==> config.mk <==
export PLATFORM = sky130hd
export DESIGN_NAME = mdu_issue_ctrl
export DESIGN_NICKNAME = d
export VERILOG_FILES = /design/src/rtl/mdu_pkg.sv /design/src/rtl/mdu_watchdog.sv /design/src/rtl/mdu_issue_ctrl.sv
export SDC_FILE = /design/constraint.sdc
export NUM_CORES = 1
export LEC_CHECK = 0
export ABC_CLOCK_PERIOD_IN_PS = 1500
export CORE_AREA = 2 2 94 96
export CTS_BUF_LIST = sky130_fd_sc_hd__clkbuf_8
export DETAILED_ROUTE_END_ITERATION = 7
export DIE_AREA = 0 0 96 98
export MAX_ROUTING_LAYER = met4
export PLACE_DENSITY_LB_ADDON = 0.2
export RECOVER_POWER = 100
export SETUP_SLACK_MARGIN = 0.02
export SYNTH_ARGS = -nofsm -noshare
export SYNTH_HDL_FRONTEND = slang
export SYNTH_SLANG_ARGS = --single-unit
==> constraint.sdc <==
create_clock -name clk -period 1.5 [get_ports clk]
set_input_delay 0.15 -clock clk [delete_from_list [all_inputs] [get_ports clk]]
set_output_delay 0.15 -clock clk [all_outputs]
set_load 0.005 [all_outputs]
==> src/rtl/mdu_pkg.sv <==
`default_nettype none
// ============================================================================
// Module   : mdu_pkg
// Purpose  : Shared encodings for the E-stage MDU issue controller: the E-stage
//            instruction class, the MDU op codes and the controller state enum.
// Revision : 1.0 - initial release
// ============================================================================
package mdu_pkg;

  // E-stage MDU instruction class; codes above EOP_MFLO behave as EOP_NONE
  typedef enum logic [3:0] {
    EOP_NONE  = 4'd0,
    EOP_MULTU = 4'd1,
    EOP_MULT  = 4'd2,
    EOP_DIVU  = 4'd3,
    EOP_DIV   = 4'd4,
    EOP_MTHI  = 4'd5,
    EOP_MTLO  = 4'd6,
    EOP_MFHI  = 4'd7,
    EOP_MFLO  = 4'd8
  } e_op_t;

  // Op codes understood by the MDU itself
  localparam logic [2:0] c_mdu_multu = 3'b000;
  localparam logic [2:0] c_mdu_mult  = 3'b001;
  localparam logic [2:0] c_mdu_divu  = 3'b010;
  localparam logic [2:0] c_mdu_div   = 3'b011;

  typedef enum logic [1:0] {
    ST_IDLE    = 2'd0,
    ST_BUSY    = 2'd1,
    ST_MF_DONE = 2'd2
  } state_t;

  // True for the four instructions that start a multiply or divide
  function automatic logic is_muldiv(input logic [3:0] op);
    return (op >= EOP_MULTU) && (op <= EOP_DIV);
  endfunction

  // True for any defined class other than NONE
  function automatic logic is_known(input logic [3:0] op);
    return (op != EOP_NONE) && (op <= EOP_MFLO);
  endfunction

  // Instruction class to MDU op code
  function automatic logic [2:0] mdu_op_of(input logic [3:0] op);
    case (op)
      EOP_MULT: return c_mdu_mult;
      EOP_DIVU: return c_mdu_divu;
      EOP_DIV:  return c_mdu_div;
      default:  return c_mdu_multu;
    endcase
  endfunction

endpackage
`default_nettype wire

==> src/rtl/mdu_watchdog.sv <==
`default_nettype none
// ============================================================================
// Module   : mdu_watchdog
// Purpose  : Saturating busy-cycle counter with a sticky error flag that sets
//            on the edge where the count reaches MAX_LAT.
// Revision : 1.0 - initial release
// ============================================================================
module mdu_watchdog #(
  parameter int MAX_LAT = 12,
  parameter int CNT_W   = 4
) (
  input  logic clk,
  input  logic reset,
  input  logic clear,
  input  logic tick,
  output logic err
);

  localparam logic [CNT_W-1:0] c_limit = CNT_W'(MAX_LAT);

  logic [CNT_W-1:0] r_count;
  logic             r_err;

  // Count busy cycles since the last start; flag is held until reset
  always_ff @(posedge clk or negedge reset) begin
    if (!reset) begin
      r_count <= '0;
      r_err   <= 1'b0;
    end else begin
      if (clear) begin
        r_count <= '0;
      end else if (tick && (r_count != c_limit)) begin
        r_count <= r_count + 1'b1;
      end
      if (!clear && tick && (r_count == (c_limit - 1'b1))) begin
        r_err <= 1'b1;
      end
    end
  end

  assign err = r_err;

endmodule
`default_nettype wire

==> src/rtl/mdu_issue_ctrl.sv <==
`default_nettype none
// ============================================================================
// Module   : mdu_issue_ctrl
// Purpose  : E-stage issue controller in front of the multiply/divide unit.
//            Issues starts and HI/LO writes, stalls E on structural and HI/LO
//            hazards, returns MFHI/MFLO through a registered read path and
//            watches for an MDU that never drops busy.
// Revision : 1.0 - initial release
// ============================================================================
module mdu_issue_ctrl
  import mdu_pkg::*;
#(
  parameter int DATA_W  = 32,
  parameter int MAX_LAT = 12,
  parameter int CNT_W   = 4
) (
  input  logic              clk,
  input  logic              reset,
  input  logic              e_valid,
  input  logic [3:0]        e_op,
  input  logic [DATA_W-1:0] e_rs,
  input  logic [DATA_W-1:0] e_rt,
  input  logic              e_flush,
  input  logic              mdu_busy,
  input  logic [DATA_W-1:0] mdu_hi,
  input  logic [DATA_W-1:0] mdu_lo,
  output logic              mdu_start,
  output logic [2:0]        mdu_op,
  output logic              mdu_hiwe,
  output logic              mdu_lowe,
  output logic [DATA_W-1:0] mdu_in1,
  output logic [DATA_W-1:0] mdu_in2,
  output logic              stall_e,
  output logic              mf_valid,
  output logic [DATA_W-1:0] mf_result,
  output logic              err_timeout
);

  state_t            r_state;
  state_t            w_next_state;
  logic [DATA_W-1:0] r_mf_q;

  logic       w_act;
  logic       w_is_mf;
  logic       w_start;
  logic [2:0] w_op;
  logic       w_hiwe;
  logic       w_lowe;
  logic       w_stall;
  logic       w_mfv;

  assign w_act   = e_valid & ~e_flush;
  assign w_is_mf = (e_op == EOP_MFHI) || (e_op == EOP_MFLO);

  // State register
  always_ff @(posedge clk or negedge reset) begin
    if (!reset) begin
      r_state <= ST_IDLE;
    end else begin
      r_state <= w_next_state;
    end
  end

  // Capture HI or LO when an MF read is accepted in IDLE
  always_ff @(posedge clk or negedge reset) begin
    if (!reset) begin
      r_mf_q <= '0;
    end else if ((r_state == ST_IDLE) && w_act && (e_op == EOP_MFHI)) begin
      r_mf_q <= mdu_hi;
    end else if ((r_state == ST_IDLE) && w_act && (e_op == EOP_MFLO)) begin
      r_mf_q <= mdu_lo;
    end
  end

  // Next-state decode
  always_comb begin
    w_next_state = r_state;
    case (r_state)
      ST_IDLE: begin
        if (w_act && is_muldiv(e_op)) begin
          w_next_state = ST_BUSY;
        end else if (w_act && w_is_mf) begin
          w_next_state = ST_MF_DONE;
        end
      end
      ST_BUSY: begin
        // A flush never aborts the MDU; only busy falling ends BUSY
        if (!mdu_busy) begin
          w_next_state = ST_IDLE;
        end
      end
      ST_MF_DONE: w_next_state = ST_IDLE;
      default:    w_next_state = ST_IDLE;
    endcase
  end

  // Strobes and stall from state and the E-stage instruction
  always_comb begin
    w_start = 1'b0;
    w_op    = c_mdu_multu;
    w_hiwe  = 1'b0;
    w_lowe  = 1'b0;
    w_stall = 1'b0;
    w_mfv   = 1'b0;
    case (r_state)
      ST_IDLE: begin
        w_start = w_act & is_muldiv(e_op);
        w_op    = w_start ? mdu_op_of(e_op) : c_mdu_multu;
        w_hiwe  = w_act & (e_op == EOP_MTHI);
        w_lowe  = w_act & (e_op == EOP_MTLO);
        // MF needs one cycle to read HI/LO into the result register
        w_stall = w_act & w_is_mf;
      end
      ST_BUSY: begin
        // Anything but NONE waits for the MDU, including a new mul/div
        w_stall = w_act & is_known(e_op);
      end
      ST_MF_DONE: begin
        w_mfv = ~e_flush;
      end
      default: begin
        w_stall = 1'b0;
      end
    endcase
  end

  // Reset also masks the combinational outputs so nothing leaks while held
  assign mdu_start = w_start & reset;
  assign mdu_op    = reset ? w_op : c_mdu_multu;
  assign mdu_hiwe  = w_hiwe & reset;
  assign mdu_lowe  = w_lowe & reset;
  assign stall_e   = w_stall & reset;
  assign mf_valid  = w_mfv & reset;
  assign mf_result = r_mf_q;
  assign mdu_in1   = e_rs;
  assign mdu_in2   = e_rt;

  mdu_watchdog #(
    .MAX_LAT (MAX_LAT),
    .CNT_W   (CNT_W)
  ) u_watchdog (
    .clk   (clk),
    .reset (reset),
    .clear (w_start),
    .tick  ((r_state == ST_BUSY) && mdu_busy),
    .err   (err_timeout)
  );

endmodule
`default_nettype wire

## After elaboration in Yosys (flattened, before gate mapping)

Cells that the tools add are included.
Widths: inputs -> output; s select.

| cells by class | value |
|---|---|
| div/mod/pow operators | 0 |
| equality and inequality tests | 13 |
| magnitude comparators | 3 |
| bitwise gates (word level) | 12 |
| muxes and demuxes | 17 |
| $mul | 0 |
| shift-type cells | 0 |
| $add $sub $neg | 1 |
| reduce and logical (&&, ||, !) cells | 18 |

Operators with widths:

| kind | count |
|---|---|
| $mux 32 | 2 |
| $eq 4x3->1 const B | 4 |
| $and 1x1->1 | 11 |
| $logic_and 1x1->1 | 11 |
| $mux 3 | 3 |
| $eq 4x2->1 const B | 2 |
| $eq 4x4->1 const B | 2 |
| $mux 4 | 2 |
| $mux 2 | 3 |
| $pmux 2 s3 | 1 |
| $add 4x1->4 const B | 1 |
| $ge 4x1->1 const B | 1 |
| $le 4x3->1 const B | 1 |
| $le 4x4->1 const B | 1 |
| $mux 1 | 4 |
| $ne 4x4->1 const B | 1 |
| $pmux 2 s2 | 1 |
| $reduce_bool 2->1 | 2 |
| $reduce_bool 4->1 | 1 |
| $ne 3x1->1 const B | 1 |
| $eq 2x1->1 const B | 1 |
| $eq 2x2->1 const B | 1 |
| $logic_not 2->1 | 1 |
| $ne 2x2->1 const B | 1 |
| other kinds (5) | 5 |

| storage, ports and cells | value |
|---|---|
| bits in latches | 0 |
| bits in read-only memories | 0 |
| memories kept | 0 |
| memory bits (writable) | 0 |
| input port bits | 137 |
| output and inout bits | 105 |
| bits in registers | 39 |

## Longest topological paths before layout

| depth | value |
|---|---|
| word-level depth | 7 |
| mapped depth | 8 |

## Hierarchy

Synthesis repeated with hierarchy kept, for this count alone.

| second synthesis, totals | value |
|---|---|
| cell total of the unflattened synthesis | 228 |
| area, all modules | 2612.5 um2 |

Modules (own cells, without submodules):

| module | area an instance (um2) | instances | cells an instance | sequential area each (um2) |
|---|---|---|---|---|
| mdu_issue_ctrl | 2337.2 | 1 | 201 | 850.8 |
| mdu_watchdog | 275.3 | 1 | 27 | 125.1 |

## Least setup slack after synthesis

Ideal clock, no wire load.

| timing | value |
|---|---|
| path kind | input to register |
| start point | input e_op[0] |
| end point | register r_mf_q[0], in the netlist mf_result[0] |
| buffers on the path | 3 |
| library setup time | 122 ps |
| data arrival time | 1593 ps |
| stages on the path | 7 |
| data required time | 1378 ps |
| slack | -215 ps |
| cell sequence | buf_2 -> or4b_1 -> a2111o_1 -> buf_6 -> buf_6 -> nand2_1 -> o21ai_1 |

| on the way | value |
|---|---|
| cells in the longest elaborated chain, start to end | 3 |
| elaborated cells between the ends (all ways) | 6 |

RTL lines:

| element | RTL line | source |
|---|---|---|
| start: declaration | mdu_issue_ctrl.sv:20 | `input logic [3:0] e_op,` |
| $eq 4x3->1 / $eq 4x4->1 (equally long branches) | mdu_issue_ctrl.sv:68, mdu_issue_ctrl.sv:70 |  |
| $logic_and 1x1->1 (on tied branches) | mdu_issue_ctrl.sv:68, mdu_issue_ctrl.sv:70 |  |
| $mux 32 / $reduce_bool 2->1 (equally long branches) | -- |  |
| end signal: assignment | mdu_issue_ctrl.sv:69 | `r_mf_q <= mdu_hi;` |
| end signal: assignment | mdu_issue_ctrl.sv:71 | `r_mf_q <= mdu_lo;` |
| end: declaration | mdu_issue_ctrl.sv:41 | `logic [DATA_W-1:0] r_mf_q;` |

Several ways; a longest one is shown, not always the timed one.
A chain may end at the register's enable or synchronous reset.

## Worst setup path after layout

| timing | value |
|---|---|
| start point | input e_op[1] |
| end point | register r_mf_q[31], in the netlist mf_result[31] |

Same word-level chain as after synthesis.

==> results <==
- The run finished, with violations left.
- The global placer's final weighted congestion is ~0.80.
- The post-synth design cell area is 0.00256 sq mm.
- The post-placement worst setup slack is -0.666 ns.
- In the finished design, the share of the clock period the worst path needs comes to 1.14.
- The peak supply drop is 0.443 mV.
- The die extent in x is about 96 um.
- The post-route DRC violation count is 0.
- The number of pins exceeding their max-slew limit in the final report is 0.
- The via count of the first global-routing pass is slightly below 2000.
- The H-tree generated during clock tree synthesis spans 2 levels.
- For the worst-skew pair, the clock arrives at the later sink with an insertion delay of just under 0.3 ns.
- Based on the critical path, the design can be clocked at up to between 500 and 600 MHz.
- The final setup violation count is 40.
- For hold timing, the worst endpoint is mdu_in1[16].
- The detailed-route wire length on metal 1 is 2.58 mm.
- The I/O pin count is roughly 240.
- Before antenna repair, the detailed router went through 4 iterations.
- The fraction of power consumed by sequential logic is 0.425.
- Dividing total power by cell area gives a power density of ~900 mW/mm^2.
- The initial antenna violation count is 0.
- TritonCTS built the clock tree.
- The repair_antennas step left the layout with diodes totalling 0.
- The transition at the pin with the smallest max-transition slack is 0.732 ns.
- Synthesis produced 265 cells.
- The area taken by multi-input logic gates is 0.00116 sq mm.
- In the synthesized netlist the async set-or-reset flop fraction comes to 1.00.
- The highest metal layer carrying signal wires in the routed design is met4.
- Clock-pin slew was measured on the worst setup and hold paths at ~0.080 ns.
- The longest clock path from root to sink contains 2 buffers.
- The number of fill cells is around 830.
- Dividing the detail-routed via count by the number of cells gives 4.50.
- Of the total power, the share spent switching nets is 0.284.
- The final reports fail on setup timing.
- The area added between synthesis and finish is 51.1%.
- The net total in the final layout is 477.
- The commonest cells after synthesis are buf_4 (65), dfrtp_1 (39), nand2_1 (36).
- The clock arrives with around 0.0070 ns of skew.
- Across all setup checks in the final design, the least slack found is -0.203 ns.
- The post-synthesis average cell area is around 9.7 sq um.
- The share of cells above drive strength 1 is 0.304.
- Of the synthesized area, sequential elements account for 0.381.
- STA classifies the critical path endpoint as a register.
- Of the total power, the clock network draws 0.220.
- Of all nets on the critical path, the largest fanout is 6.
- The die is around 98 um tall.
- In the synthesized netlist the dominant register cell turns out to be dfrtp_1.
- The number of unique standard cell types used by synthesis is 30.
- Setup repair after global routing could not meet its margin everywhere.
- The final number of hold-violating endpoints is 0.
- The TritonCTS sink count is 39.
- Detailed routing placed a total of between 400 and 500 um of wire on met3.
- The total number of vias is 2011.
- The pin count of the biggest net entering global routing is between 40 and 50.
- The number of DRC violations after detailed-routing iteration 0 is 34.
- The net count of the mapped netlist is between 400 and 500.
- The worst setup path category is in2reg.
- The number of cell rows is 34.
- The number of buffers added by the clock tree synthesis step is 5.
- Of the post-synthesis cell area, the dominant cell type holds 0.381.
- For this design the static power due to leakage is about 0.0019 uW.
- During placement, the flow inserted port buffers numbering approximately 110.
- The amount of wire on met2 after detailed routing is around 3.2 mm.
- The minimum setup slack among reg-to-reg paths is -0.19 ns.
- Of all cell types, the one taking the most synthesized area is dfrtp_1.
- The switching power is 991 uW.
- The floorplan step defined a core boundary enclosing around 0.0085 sq mm.
- After legalization and detailed placement, the total HPWL measured approximately 4.4 mm.
- The number of flops mapped to enable cells by yosys is 0.
- The worst register-to-register path begins at r_state[1].
- The length in cells of the worst reg-to-reg path is 6.
- At the worst endpoint, the required time is ~1.7 ns.
- In this run the remaining antenna-violating nets after routing total 0.
- The placed instances occupy a cell area of between 0.003 and 0.004 sq mm.
- The overall fraction of global-route tracks in use is 0.131.
- The type of origin of the critical path is an input port.
- The class of the tightest hold or removal check is in2out.
- The max-slew headroom at the worst pin is 0.512.
- Synthesis inferred 39 register bits.
- The worst register-to-register path ends at mf_result[31].
- The wire length of the first global-routing pass is roughly 9.4 mm.
- The total wire length after detailed routing is 6.36 mm.
- Ranked by total cell area, the synthesized netlist is headed by dfrtp_1 (38%), buf_4 (19%), mux2i_1 (13%).
- For this run, the number of Yosys warnings is 0.
- The count of cells along the worst hold path is 0.
- The cell sitting at the root of the clock tree is a clkbuf_8.
- The initial utilization of the core area, before any placement, comes to 0.302.
- The portion of total power attributed to combinational logic is 0.355.
- The most common cell in the netlist is buf_4.
- The post-route core utilization is 0.457.
- The cell internal power dissipation is roughly 2500 uW.
- The wire length per cell after detailed routing is ~14 um.
- The number of max-cap violations is 0.
- The signal arrival time at the worst endpoint is between 1.5 and 2 ns.
- The worst hold path begins at e_rs[16].
- The floorplan die area is ~0.0094 sq mm.
- The post-route minimum period is 1.70 ns.
- The area used by sequential logic in the layout is about 1000 sq um.
- The cell area after layout is between 0.003 and 0.004 sq mm.
- Global routing finished with a remaining overflow of 0.
per-stage QoR:
stage	total power (uW)	TNS (ns)	std cells	hold WS, ns
finish	3490	-5.31	447	0.300
global placement	2650	-24.34	423	-0.00488
global route	3730	-7.22	447	0.300
detailed placement	2670	-24.96	423	-0.00611
CTS	3500	-5.10	442	0.300
floorplan	2030	-6.25	265	-0.146
repair_timing:
item / 4_1_cts / 5_1_grt
endpoints found under the hold margin: 39 / 0
setup buffers: 7 / 3
pin swaps: 12 / 17
cloned: 3 / 3
resized for setup: 57 / 47
hold buffers: 1 / 0
setup endpoints to repair: 40 / 44
area by class of cell:
| class | instances | area share |
|---|---|---|
| repair buffers | 145 | 0.382 |
| multi-input cells | 143 | 0.301 |
| flip-flops and latches | 39 | 0.253 |
| well taps | 108 | 0.0349 |
| clock buffers | 7 | 0.0249 |
| inverters | 4 | 0.00388 |
| clock inverters | 1 | 0.000971 |
routing by layer:
layer / vias to the layer above / global-route usage
met5: - / -
met1: 942 / 0.155
met2: 81 / 0.207
met4: 0 / 0.0560
li1: 962 / -
met3: 26 / 0.0370
critical path, stage by stage:
cell	delay (ns)
clkdlybuf4s15_1	0.18
or4b_4	0.50
a2111o_2	0.63
buf_6	0.19
buf_12	0.14
nand2_4	0.05
o21ai_2	0.04
kinds of logic after synthesis:
| kind of cell | share of synthesized area |
|---|---|
| AO/OA/AOI/OAI | 0.107 |
| XOR/XNOR | 0.0103 |
| adder cells (fa/ha/maj) | 0.00978 |
| buffers and inverters | 0.239 |
| flip-flops | 0.381 |
| multiplexers | 0.133 |
| other | 0.00147 |
| AND/OR/NAND/NOR | 0.118 |
power groups by stage:
stage          sequential [uW]  combinational [uW]  clock (uW)
2_1_floorplan             1470                 552           0
3_3_place_gp              1460                1190           0
3_5_place_dp              1460                1200           0
4_1_cts                   1450                1240         808
5_1_grt                   1520                1360         848
6_report                  1480                1240         768
layout by cell type (no fill, tap or decap), types with 2 or more instances in the layout:
cell / n
nand2b_1: 2
clkbuf_1: 2
buf_4: 14
a21oi_1: 2
dlymetal6s2s_1: 2
o21ai_1: 10
nand2_4: 10
buf_12: 3
clkdlybuf4s50_1: 72
buf_2: 10
nand2_1: 20
inv_1: 5
mux2i_1: 34
dfrtp_2: 2
dfrtp_1: 37
and3_1: 3
nor3_2: 3
o21ai_2: 22
ha_1: 2
buf_6: 8
nand2_2: 6
buf_16: 3
nor2_1: 7
nand3b_1: 3
clkbuf_8: 7
xnor2_1: 3
dlygate4sd3_1: 27
clkbuf_16: 2
worst max path at each step:
stage	start	end	slack, ns	cells past startpoint
global placement	e_op[0]	mf_result[24]	-0.63	6
floorplan	e_op[1]	mf_result[0]	-0.20	7
global route	r_state[1]	mdu_op[0]	-0.27	5
detailed placement	e_op[0]	mf_result[25]	-0.67	6
CTS	r_state[0]	mdu_op[0]	-0.25	5
finish	e_op[1]	mf_result[31]	-0.20	7
state kept, by name (all words and copies together), names as in the netlist:
| name | cells |
|---|---|
| mf_result | 32 |
| u_watchdog.r_count | 4 |
| u_watchdog.err | 1 |
| r_state | 2 |
(Power assumes the default switching activity.)
